==> src/rtl/varint_in_arbiter.sv <==
// varint_in_arbiter: round-robin arbiter sharing the varint encoder input FIFO between producer lanes.
// A grant is held for a whole message; one {lane, word count} descriptor is pushed per message.
//
// state | meaning
// IDLE  | no grant; scan lanes from rr_ptr+1 (with wrap) for a non-empty FIFO
// XFER  | granted lane streams words until its last word or a forced close at 255 words
// CLOSE | granted lane becomes rr_ptr, grant dropped
module varint_in_arbiter #(
  parameter int NUM_REQ = 4,
  parameter int DATA_W  = 32,
  parameter int ID_W    = $clog2(NUM_REQ),
  parameter int CNT_W   = 8
) (
  input  logic                      clk,
  input  logic                      reset,
  input  logic [NUM_REQ-1:0]        req_empty,
  input  logic [NUM_REQ*DATA_W-1:0] req_data,
  input  logic [NUM_REQ-1:0]        req_last,
  output logic [NUM_REQ-1:0]        req_pop,
  input  logic                      enc_fifo_full,
  output logic                      enc_fifo_push,
  output logic [DATA_W-1:0]         enc_fifo_data,
  input  logic                      enc_index_full,
  output logic                      enc_index_push,
  output logic [ID_W+CNT_W-1:0]     enc_index_data,
  output logic                      grant_valid,
  output logic [ID_W-1:0]           grant_id,
  output logic                      len_err
);

  typedef enum logic [1:0] {
    IDLE  = 2'd0,
    XFER  = 2'd1,
    CLOSE = 2'd2
  } state_t;

  // Word count at which the current word is forced to close the message.
  localparam logic [CNT_W-1:0] CNT_FORCE = CNT_W'((1 << CNT_W) - 2);
  localparam logic [CNT_W-1:0] CNT_ONE   = {{(CNT_W-1){1'b0}}, 1'b1};
  localparam logic [ID_W-1:0]  RR_RESET  = ID_W'(NUM_REQ - 1);

  state_t           state_q, state_d;
  logic [ID_W-1:0]  rr_ptr_q, rr_ptr_d;
  logic [ID_W-1:0]  grant_id_q, grant_id_d;
  logic             grant_valid_q, grant_valid_d;
  logic             len_err_q, len_err_d;
  logic [CNT_W-1:0] word_cnt_q, word_cnt_d;

  logic             pick_found;
  logic [ID_W-1:0]  pick_id;
  logic             head_empty;
  logic             head_last;
  logic [DATA_W-1:0] head_data;
  logic             closing;
  logic             xfer;

  always_comb begin
    pick_found = 1'b0;
    pick_id    = '0;
    for (int k = 1; k <= NUM_REQ; k++) begin
      if (!pick_found && !req_empty[rr_ptr_q + ID_W'(k)]) begin
        pick_found = 1'b1;
        pick_id    = rr_ptr_q + ID_W'(k);
      end
    end
  end

  always_comb begin
    head_empty = req_empty[grant_id_q];
    head_last  = req_last[grant_id_q];
    head_data  = req_data[grant_id_q*DATA_W +: DATA_W];
    closing    = head_last || (word_cnt_q == CNT_FORCE);
    xfer       = !reset && (state_q == XFER) && !head_empty && !enc_fifo_full &&
                 (!closing || !enc_index_full);
  end

  always_comb begin
    req_pop = '0;
    if (xfer) begin
      req_pop[grant_id_q] = 1'b1;
    end
    enc_fifo_push  = xfer;
    enc_fifo_data  = head_data;
    enc_index_push = xfer && closing;
    enc_index_data = '0;
    if (enc_index_push) begin
      enc_index_data = {grant_id_q, word_cnt_q + CNT_ONE};
    end
  end

  always_comb begin
    state_d       = state_q;
    rr_ptr_d      = rr_ptr_q;
    grant_id_d    = grant_id_q;
    grant_valid_d = grant_valid_q;
    len_err_d     = len_err_q;
    word_cnt_d    = word_cnt_q;
    case (state_q)
      IDLE: begin
        if (pick_found) begin
          grant_id_d    = pick_id;
          grant_valid_d = 1'b1;
          word_cnt_d    = '0;
          state_d       = XFER;
        end
      end
      XFER: begin
        if (xfer) begin
          word_cnt_d = word_cnt_q + CNT_ONE;
          if (closing) begin
            state_d = CLOSE;
            if (!head_last) begin
              len_err_d = 1'b1;
            end
          end
        end
      end
      CLOSE: begin
        rr_ptr_d      = grant_id_q;
        grant_valid_d = 1'b0;
        state_d       = IDLE;
      end
      default: begin
        state_d = IDLE;
      end
    endcase
  end

  always_ff @(posedge clk) begin
    if (reset) begin
      state_q       <= IDLE;
      rr_ptr_q      <= RR_RESET;
      grant_id_q    <= '0;
      grant_valid_q <= 1'b0;
      len_err_q     <= 1'b0;
      word_cnt_q    <= '0;
    end else begin
      state_q       <= state_d;
      rr_ptr_q      <= rr_ptr_d;
      grant_id_q    <= grant_id_d;
      grant_valid_q <= grant_valid_d;
      len_err_q     <= len_err_d;
      word_cnt_q    <= word_cnt_d;
    end
  end

  assign grant_valid = grant_valid_q;
  assign grant_id    = grant_id_q;
  assign len_err     = len_err_q;

endmodule

==> config.mk <==
export PLATFORM = sky130hd
export DESIGN_NAME = varint_in_arbiter
export DESIGN_NICKNAME = d
export VERILOG_FILES = /design/src/rtl/varint_in_arbiter.sv
export SDC_FILE = /design/constraint.sdc
export NUM_CORES = 1
export LEC_CHECK = 0
export ABC_AREA = 0
export CAP_MARGIN = 20
export CORE_MARGIN = 2
export CORE_UTILIZATION = 30
export DETAILED_ROUTE_END_ITERATION = 8
export PLACE_DENSITY = 0.89
export REMOVE_ABC_BUFFERS = 1
export SYNTH_ARGS = -nofsm -noshare
export SYNTH_HDL_FRONTEND = slang
export SYNTH_SLANG_ARGS = --single-unit
==> constraint.sdc <==
create_clock -name clk -period 3.5 [get_ports clk]
set_input_delay 0.35 -clock clk [delete_from_list [all_inputs] [get_ports clk]]
set_output_delay 0.35 -clock clk [all_outputs]
set_load 0.005 [all_outputs]
==> metrics list <==
- Outcome: finished clean
- Worst-skew pair later-pin latency: 0.26 ns
- The synthesized design contains 0 enable-type register cells.
- DIE AREA: 6370 um2
- Proportion of synthesized chip area in sequential cells: 0.186
- The tree is rooted in a clkbuf_8.
- CTS built an H-tree with a depth of 1.
- Entering global routing, the biggest net connects 39 pins.
* Initial antenna violation count: 2
* Total standard cell area after synthesis: 1730 um2
* Type of the tightest min-delay check: flip-flop to flip-flop
* Routed vias: 2,300
- Area of the core: 5540 um2
* Number of rows in the core area: 27
- Fraction of registers with async set/reset: 0
- Setup TNS: 0 ns
- In the final layout, the share of cells above drive strength 1 is 0.139.
- Synthesis inferred 16 register bits.
- Setup repair after global routing left no endpoint under its margin.
- In this run the deepest clock path goes through 2 buffers.
* Number of different library cells in the post-synthesis netlist: 39
* Commonest non-fill, non-tap cell in the layout: clkdlybuf4s50_1
* Remaining DRCs: 0
- Top_reg_cell synth: dfxtp_1
* Max-capacitance violation count: 0
- From bottom edge to top edge, the die measures 79.8 um.
* Most frequent cells in the layout: clkdlybuf4s50_1, mux4_2, dfxtp_1
- Transition time of the tightest slew-check pin: 0.654 ns
* Area taken by flip-flops and latches: 323 um2
- Yosys printed 0 warnings.
- Clock tree synthesis found a total of 16 sinks.
* Final-report hold violation count: 0
- Summed over all layers, the routed wires come to 8.48 mm.
- Clock Skews: 0.0135 ns
- Clock slew at the register clock pins of the worst setup and hold paths: 0.06 ns
- The multi-input combinational cells in the finished layout cover a total of 1320 um2.
- Router iterations before antenna repair: 6
- HPWL after detailed placement: 6.96 mm
* Worst slew slack as a fraction of its limit: 0.564
- Post-route antenna net violation count: 0
* Post-route minimum period: 3.32 ns
- WP data arrival: 2.97 ns
* Critical Path Start Type: primary input
* Post-detailed-route via-to-cell ratio: 5.40
* Max Clock Freq: 301 MHz
- Placed insts: 420
* Type of the worst setup path: primary input to output port
- Total I/O pin count: 192
* Initial standard-cell utilization of the core: 0.311
* Via count of the first global-routing pass: 2,341
- Largest driver fanout on the critical path: 13
- Total power density per cell area: 211 nW/um2
- STA classifies the critical path endpoint as an output port.
- The number of slew-limit violations in the final report was 0.
* Required time reported for the critical path endpoint: 3.15 ns
- The worst-case IR drop observed on VDD is 0.000249 V.
* Area added between synthesis and finish: 119%
- A synthesized cell averages 10.5 um2.
* Final Net Count: 495
* Count of buffers inserted at the top-level ports: 191
- In the final routed layout, each cell accounts on average for 19.9 um.
- The filler cells instantiated in the layout total 455.
* Non-filler cells, final: 426
- Post-Synthesis Cells: 164
- After clock tree synthesis, the setup repair step added 0 buffers.
* Total clock buffers created by CTS: 3
- GRT Util Overall: 0.267
* First-iteration detailed-routing DRC count: 104
- The total overflow left after global routing is 0.
- Dividing the final minimum period by the clock period gives 0.949.
* Number of endpoints failing setup at the final stage: 0
- Routability-driven placement finished with a final weighted congestion of 0.902.
- TritonCTS built the clock tree.
- Chip width: 79.8 um
- The analysis attributes to cell leakage a power of 1.31 nW.
- First-pass GRT wire length: 12.7 mm
==> repair_timing <==
action | CTS | global route
hold buffers | 0 | 0
gates resized for setup | 0 | 1
setup endpoints to repair | 0 | 9
==> final cells by class <==
| type | instances | area share |
|---|---|---|
| timing repair buffer | 196 | 0.515 |
| antenna | 2 | 0.00132 |
| clock buffer | 4 | 0.0146 |
| sequential | 16 | 0.0853 |
| inverter | 10 | 0.00992 |
| multi-input combinational | 126 | 0.350 |
| tap | 72 | 0.0238 |
==> layer usage <==
layer | GRT usage | vias up | share of wire
met5 | 0 | - | 0
met2 | 0.465 | 145 | 0.48
met4 | 0.0542 | 0 | 0.022
met1 | 0.313 | 1100 | 0.38
met3 | 0.102 | 24 | 0.12
li1 | - | 1031 | -
==> path summary, 6_finish.rpt <==
kind	start	to	slack [ns]	depth (start not counted)
hold reg to reg	grant_valid	grant_valid	0.48	2
hold / removal	grant_valid	grant_valid	0.48	2
setup / recovery	req_empty[1]	enc_index_data[4]	0.18	6
setup reg to reg	grant_id[1]	word_cnt_q[7]	1.05	6
==> where the power goes <==
group / internal [mW] / total (mW) / switching, mW
registers: 0.187 / 0.192 / 0.00539
logic: 0.307 / 0.431 / 0.124
clock network: 0.100 / 0.174 / 0.0736
total: 0.594 / 0.797 / 0.203
==> critical path, stage by stage <==
cell	delay (ns)
clkdlybuf4s50_1	0.45
mux4_2	0.47
or4_1	0.52
or3_4	0.48
a21oi_1	0.16
clkdlybuf4s50_1	0.53
==> flip-flops by register name (all words and copies together), names as in the netlist <==
name	count
word_cnt_q	8
grant_id	2
len_err	1
state_q	2
grant_valid	1
rr_ptr_q	2
==> synthesized netlist by cell type (2+ instances only) <==
cell	count	area share
o211ai_1	2	0.0087
nand3_1	8	0.023
nand2_1	12	0.026
nor2_1	13	0.028
or3_1	3	0.011
nor3_1	5	0.015
clkbuf_1	5	0.011
or2_2	2	0.0073
a22oi_1	3	0.013
o32ai_1	2	0.010
buf_1	4	0.0087
a21oi_1	10	0.029
dfxtp_1	16	0.19
mux4_2	34	0.44
a211oi_1	2	0.0087
nand2b_1	4	0.015
xor2_1	3	0.015
buf_2	3	0.0087
o21ai_0	2	0.0058
nor2b_1	2	0.0073
ha_1	2	0.015
inv_1	10	0.022
==> cells by family after synthesis <==
logic type | synth area share
AND/OR/NAND/NOR | 0.161
adder cells (fa/ha/maj) | 0.0145
buffers and inverters | 0.0500
XOR/XNOR | 0.0203
multiplexers | 0.444
AO/OA/AOI/OAI | 0.125
flip-flops | 0.186
==> through the flow <==
step                      instance area [um2]  hold slack (ns)  setup slack, ns   util  total power, mW
after floorplan                          1680            0.419          -0.0532      -            0.341
after global placement                   3720            0.455            0.157  0.671            0.620
after detailed placement                 3720            0.460           0.0788  0.671            0.629
after CTS                                3770            0.472           0.0856  0.681            0.795
after global routing                     3780            0.495           0.0789  0.682            0.826
final                                    3780            0.475            0.180  0.683            0.797
No activity file was read; power rests on OpenSTA's default activity.
